### config.mk
export PLATFORM = sky130hd
export DESIGN_NAME = sum_ctrl_unit
export DESIGN_NICKNAME = d
export VERILOG_FILES = /design/src/rtl/sum_ctrl_pkg.sv /design/src/rtl/sum_ctrl_unit.sv
export SDC_FILE = /design/constraint.sdc
export NUM_CORES = 1
export LEC_CHECK = 0
export CORE_MARGIN = 2
export CORE_UTILIZATION = 40
export CTS_BUF_LIST = sky130_fd_sc_hd__clkbuf_2 sky130_fd_sc_hd__clkbuf_4 sky130_fd_sc_hd__clkbuf_8
export CTS_CLUSTER_DIAMETER = 30
export DETAILED_ROUTE_END_ITERATION = 6
export GPL_TIMING_DRIVEN = 0
export PLACE_DENSITY = 0.81
export SETUP_SLACK_MARGIN = 0.02
export SYNTH_ARGS = -nofsm -noshare
export SYNTH_HDL_FRONTEND = slang
export SYNTH_SLANG_ARGS = --single-unit
### constraint.sdc
create_clock -name clk -period 1.4 [get_ports clk]
set_input_delay 0.21 -clock clk [delete_from_list [all_inputs] [get_ports clk]]
set_output_delay 0.21 -clock clk [all_outputs]
set_load 0.05 [all_outputs]
### src/rtl/sum_ctrl_pkg.sv
`default_nettype none
// ============================================================================
// Module   : sum_ctrl_pkg
// Brief    : Shared types and constants for the sum(1..LIMIT) control unit:
//            FSM state encoding, ALU opcodes, register-file map, mux selects.
// Revision : 1.0 - initial release
// ============================================================================
package sum_ctrl_pkg;

    // Control-unit states; 4-bit encoding leaves five unused codes that the
    // FSM steers back to IDLE.
    typedef enum logic [3:0] {
        S_IDLE      = 4'd0,
        S_INIT_I    = 4'd1,
        S_INIT_S    = 4'd2,
        S_INIT_ONE  = 4'd3,
        S_INIT_LIM  = 4'd4,
        S_BUILD_LIM = 4'd5,
        S_CMP       = 4'd6,
        S_INC_I     = 4'd7,
        S_ACC       = 4'd8,
        S_OUT       = 4'd9,
        S_DONE      = 4'd10
    } state_t;

    // ALU operation codes understood by the datapath
    localparam logic [1:0] OP_ADD = 2'b00;
    localparam logic [1:0] OP_SUB = 2'b01;
    localparam logic [1:0] OP_AND = 2'b10;
    localparam logic [1:0] OP_OR  = 2'b11;

    // Register-file map used by the sum algorithm
    localparam logic [2:0] REG_ZERO = 3'd0;  // hardwired zero
    localparam logic [2:0] REG_I    = 3'd1;  // loop index i
    localparam logic [2:0] REG_SUM  = 3'd2;  // running sum
    localparam logic [2:0] REG_ONE  = 3'd3;  // constant one
    localparam logic [2:0] REG_LIM  = 3'd4;  // LIMIT, built by repeated +1

    // Register-file write-data source select
    localparam logic MUX_ALU = 1'b0;
    localparam logic MUX_ONE = 1'b1;

endpackage : sum_ctrl_pkg
`default_nettype wire

### src/rtl/sum_ctrl_unit.sv
`default_nettype none
// ============================================================================
// Module   : sum_ctrl_unit
// Brief    : Moore control FSM that sequences an 8-bit register-file/ALU
//            datapath to compute sum(1..LIMIT), load it into the datapath
//            OutPort register and pulse done. The only feedback from the
//            datapath is the unsigned lt comparator output.
// Revision : 1.0 - initial release
// ============================================================================
module sum_ctrl_unit
    import sum_ctrl_pkg::*;
#(
    parameter int LIMIT = 10
) (
    input  logic       clk,
    input  logic       rst,
    input  logic       start,
    input  logic       lt,
    output logic       RF_Src_Mux_Sel,
    output logic [2:0] r_addr_1,
    output logic [2:0] r_addr_2,
    output logic [2:0] wr_addr,
    output logic       wr_en,
    output logic [1:0] opcode,
    output logic       outport_en,
    output logic       busy,
    output logic       done
);

    // LIMIT above 22 would overflow the 8-bit sum; zero makes no sense
    generate
        if (LIMIT < 1 || LIMIT > 22) begin : g_bad_limit
            $error("sum_ctrl_unit: LIMIT must be in 1..22");
        end
    endgenerate

    localparam int              CNT_W    = $clog2(LIMIT + 1);
    localparam logic [CNT_W-1:0] CNT_LAST = CNT_W'(LIMIT - 1);

    state_t            state_q, state_d;
    logic [CNT_W-1:0]  cnt_q,   cnt_d;

    // State and limit-build counter registers; reset parks the FSM in IDLE
    always_ff @(posedge clk or posedge rst) begin
        if (rst) begin
            state_q <= S_IDLE;
            cnt_q   <= '0;
        end else begin
            state_q <= state_d;
            cnt_q   <= cnt_d;
        end
    end

    // Next-state logic and Moore output decode from the current state
    always_comb begin
        state_d        = state_q;
        cnt_d          = cnt_q;
        RF_Src_Mux_Sel = MUX_ALU;
        r_addr_1       = REG_ZERO;
        r_addr_2       = REG_ZERO;
        wr_addr        = REG_ZERO;
        wr_en          = 1'b0;
        opcode         = OP_ADD;
        outport_en     = 1'b0;
        busy           = (state_q != S_IDLE);
        done           = 1'b0;

        case (state_q)
            S_IDLE: begin
                if (start) begin
                    state_d = S_INIT_I;
                end
            end
            S_INIT_I: begin
                // i = 0 + 0
                wr_addr = REG_I;
                wr_en   = 1'b1;
                state_d = S_INIT_S;
            end
            S_INIT_S: begin
                // sum = 0 + 0
                wr_addr = REG_SUM;
                wr_en   = 1'b1;
                state_d = S_INIT_ONE;
            end
            S_INIT_ONE: begin
                // one = constant 1 through the write mux
                RF_Src_Mux_Sel = MUX_ONE;
                wr_addr        = REG_ONE;
                wr_en          = 1'b1;
                state_d        = S_INIT_ONE == state_q ? S_INIT_LIM : S_IDLE;
            end
            S_INIT_LIM: begin
                // lim = 0 + 0, then grown to LIMIT one step at a time
                wr_addr = REG_LIM;
                wr_en   = 1'b1;
                cnt_d   = '0;
                state_d = S_BUILD_LIM;
            end
            S_BUILD_LIM: begin
                // lim = lim + one, LIMIT times; counter stops at LIMIT-1
                r_addr_1 = REG_LIM;
                r_addr_2 = REG_ONE;
                wr_addr  = REG_LIM;
                wr_en    = 1'b1;
                if (cnt_q == CNT_LAST) begin
                    state_d = S_CMP;
                end else begin
                    cnt_d = cnt_q + 1'b1;
                end
            end
            S_CMP: begin
                // Datapath reports i < lim on lt
                r_addr_1 = REG_I;
                r_addr_2 = REG_LIM;
                state_d  = lt ? S_INC_I : S_OUT;
            end
            S_INC_I: begin
                // i = i + one
                r_addr_1 = REG_I;
                r_addr_2 = REG_ONE;
                wr_addr  = REG_I;
                wr_en    = 1'b1;
                state_d  = S_ACC;
            end
            S_ACC: begin
                // sum = sum + i
                r_addr_1 = REG_SUM;
                r_addr_2 = REG_I;
                wr_addr  = REG_SUM;
                wr_en    = 1'b1;
                state_d  = S_CMP;
            end
            S_OUT: begin
                // OutPort sources read port 1
                r_addr_1   = REG_SUM;
                outport_en = 1'b1;
                state_d    = S_DONE;
            end
            S_DONE: begin
                done    = 1'b1;
                state_d = S_IDLE;
            end
            default: begin
                state_d = S_IDLE;
            end
        endcase
    end

endmodule : sum_ctrl_unit
`default_nettype wire

==> reports/results.ini, run 1 <==
[sta]
endpoint_type=top-level output
worst_endpoint=wr_en

[floorplan]
die_h_um=41.93
die_x_um=41.93
rows=13
initial_core_util_pct=43.68
io_pins=20

[clocking]
ctsLongestPathBuffers=2
ctsRootBufferMaster=clkbuf_4
clock_sinks=8
numCtsBuffers=3
h-tree-depth=1

[status]
status=aborted with a tool error
stop_stage=global routing
first-error=[ERROR DPL-0038] Utilization greater than 100%, impossible to legalize

[synthesis]
ys_seq_area_share_pct=34.78
synth_enable_flop_cells=0
synthDistinctLibCells=29
synth-async-reset-ratio_pct=100.0
ys_seq_elements=8
yosysWarnings=0
syn_area_um2=575.6
synthesis.instances=72
avgSynthCellArea_um2=7.994
ys.flop_type=dfrtp_1

[place]
dp_hpwl_mm=1.151
place_area_um2=852.1
numPortBuffers=17
gp_congestion=0.8028
pre_cts_ws_ns=-0.7416

[global_routing]
grt_max_degree=11

## per-stage QoR
stage	hold slack, ns	std cells	setup TNS (ns)
2_1_floorplan	0.02566	73	-0.4632
3_3_place_gp	0.4683	105	-7.961
3_5_place_dp	0.4752	105	-8.338
4_1_cts	0.2036	125	-1.349
## Yosys cell counts, types with 2 or more instances
cell      number  share of area (%)
ha_1           2                4.3
nand2b_1       2                2.2
dfrtp_1        8                 35
buf_4          3                3.9
mux2i_1        2                3.5
nand3_1        3                2.6
nor2_1        11                7.2
buf_2          3                2.6
and2_1         2                2.2
nand2_1        5                3.3
o211ai_1       2                2.6
inv_1          6                3.9
a21oi_1        2                1.7
o21ai_0        5                4.3
o22ai_1        2                2.2
## timing repair
action                                 4_1_cts
endpoints found under the hold margin        0
resized for setup                          132
pin swaps                                    8
buffers inserted                            17
hold buffers                                 0
setup endpoints to repair                   14
## cell families after synthesis
family,synth area share (%)
other,0.6515
buffers and inverters,10.43
xor gates and xnor gates,1.522
AOI/OAI and AO/OA,20.22
muxes,3.478
adders and majority gates,4.347
and+or+nand+nor,24.57
DFF,34.78
==> run 2: changes to the inputs <==
CORE_AREA = 2 2 63 65   (was default)
CORE_MARGIN = default   (was 2)
CORE_UTILIZATION = default   (was 40)
CTS_BUF_LIST = default   (was sky130_fd_sc_hd__clkbuf_2 sky130_fd_sc_hd__clkbuf_4 sky130_fd_sc_hd__clkbuf_8)
CTS_CLUSTER_DIAMETER = default   (was 30)
DIE_AREA = 0 0 65 67   (was default)
PLACE_DENSITY = default   (was 0.81)
PLACE_DENSITY_LB_ADDON = 0.15   (was default)
SETUP_SLACK_MARGIN = default   (was 0.02)
==> reports/results.ini, run 2 <==
[finish]
final_common_cell=buf_4
num_antenna_cells=0
largest_registers=cnt_q (4), state_q (4)
finalNetCount=124
layout-area-overhead-vs-synth_pct=137.2
fillers=362
postLayoutCoreUtil_pct=37.86
drive_gt1_share_pct=64.66
mostFrequentLayoutCells=buf_4, buf_6, nor2_4, buf_8, dfrtp_1
multi_input_area_um2=526.8
seq_area_um2=202.7

[hold_path]
min_path_type=input pin to async pin

[place]
numPortBuffers=17  ; unchanged
pre_cts_ws_ns=-0.7757  ; was -0.7416 ns
gp_congestion=0.7121  ; was 0.8028
dp_hpwl_mm=1.149  ; was 1.151 mm

[sta]
fmax_mhz=637.4
hold_slack_ns=0.2382
rsz0062_at_grt=yes
slew_viol_final=0
tns_ns=-1.088
finalHoldViolCount=0
finalSetupViolCount=14
finalClockSkew_ns=0.003888
layout_setup_ws_ns=-0.1688
fin_crit_ns=1.569
post-route-period-util_pct=112.1

[clocking]
ctsLongestPathBuffers=2  ; unchanged
clock_sinks=8  ; unchanged
clk_latency_ns=0.22
clkTransAtPathRegs_ns=0.04
ctsRootBufferMaster=clkbuf_8  ; was clkbuf_4
numCtsBuffers=3  ; unchanged
cts_tree=built
h-tree-depth=1  ; unchanged

[synthesis]
synth-async-reset-ratio_pct=100.0  ; unchanged
synthTopCellsByCount=nor2_1, dfrtp_1, inv_1, nand2_1, o21ai_0  ; unchanged
yosysWarnings=0  ; unchanged
synth_top_area_share_pct=34.78  ; unchanged
ys_seq_elements=8  ; unchanged
ys_seq_area_share_pct=34.78  ; unchanged
synthesis.instances=72  ; unchanged
synth_area_leaders=dfrtp_1, nor2_1, ha_1, o21ai_0, buf_4  ; unchanged
syn_area_um2=575.6  ; unchanged
yosysMostFrequentCell=nor2_1  ; unchanged
avgSynthCellArea_um2=7.994  ; unchanged
synthDistinctLibCells=29  ; unchanged
synth_top_cell_by_area=dfrtp_1  ; unchanged
ys.flop_type=dfrtp_1  ; unchanged
synth_enable_flop_cells=0  ; unchanged

[routing]
remaining_drc_errors=0
ant_nets=0
wirelength_mm=1.783
first_pass_iters=2
wl_per_cell_um=10.87
drt_iter0_drc=4
viasPerCell=4.043
via_count=663

[critical_path]
worstSetupEndpointType=primary output
reg2reg_depth=8
reg2reg_from=state_q[0]
crit_fanout=6
setup.worst_path.start_class=flip-flop
r2r_setup_slack_ns=-0.02
crit_type=flip-flop to primary output
cp.required_ns=1.19
crit_arrival_ns=1.36
worstReg2RegEnd=state_q[1]

[floorplan]
die_x_um=65  ; was 41.93 µm
rows=22  ; was 13
core_um2=3606
initial_core_util_pct=15.96  ; was 43.68%
io_pins=20  ; unchanged
die_h_um=67  ; was 41.93 µm
fp.dieArea_um2=4355

[global_routing]
grt.total_usage_pct=8.935
grt_pass1_wl_mm=2.987
grt_pass1_vias=696
grt_overflow_total=0
grt_antenna_before_repair=0
grt_max_degree=9

[flow_run]
cap_violations=0

[status]
violations=setup timing
status=finished with violations  ; was aborted with a tool error

run 2: cell counts after synthesis:
No cell type changed its count.
run 2: metal layers:
metal / wire [µm] / global-route usage [%]
met5: 0 / 0
met4: 19 / 3.989
met3: 64 / 1.520
met2: 979 / 16.49
met1: 720 / 9.980
run 2: worst max path at each step:
stage                from    end  slack, ns  depth (start not counted)
3_3_place_gp   state_q[2]  wr_en      -0.75                          6
2_1_floorplan  state_q[2]   done      -0.08                          4
3_5_place_dp   state_q[2]  wr_en      -0.78                          6
4_1_cts        state_q[3]  wr_en      -0.17                          4
6_report       state_q[3]  wr_en      -0.17                          4
5_1_grt        state_q[3]  wr_en      -0.22                          4
run 2: cell type report:
| class | count | share of cell area [%] |
|---|---|---|
| multi-input cells | 53 | 38.59 |
| well taps | 48 | 4.400 |
| plain buffers | 5 | 3.850 |
| inverters | 6 | 2.841 |
| flip-flops and latches | 8 | 14.85 |
| clock buffers | 3 | 3.025 |
| repair buffers | 41 | 32.45 |
run 2: kinds of logic (layout without fill, tap and decap cells):
kind of cell | after synthesis | in the layout | synth area share [%]
other | 1 | 2 | 0.6515
buffers and inverters | 12 | 55 | 10.43
XOR/XNOR | 1 | 1 | 1.522
flip-flops | 8 | 8 | 34.78
AO/OA/AOI/OAI | 18 | 18 | 20.22
multiplexers | 2 | 2 | 3.478
AND/OR/NAND/NOR | 28 | 28 | 24.57
adder cells (fa/ha/maj) | 2 | 2 | 4.347
run 2: timing repair:
item	4_1_cts	5_1_grt
gates resized for setup	128	22
hold buffers	0	0
buffers inserted	18	6
endpoints found under the setup margin	14	17
pin swaps	7	7
run 2: worst max-delay path, cell delays in order (launching register included):
cell,delay (ns)
dfrtp_1,0.38
buf_6,0.19
mux2i_4,0.31
o22ai_4,0.10
buf_6,0.16
run 2: metrics by stage:
stage,area [µm²],cells
global route,1365,164
global placement,893.4,138
finish,1365,164
detailed placement,893.4,138
CTS,1240,159
floorplan,663.1,73
Power of run 2 is not shown: default switching activity piles up to over one toggle a cycle in this logic, so the estimate is an artifact.
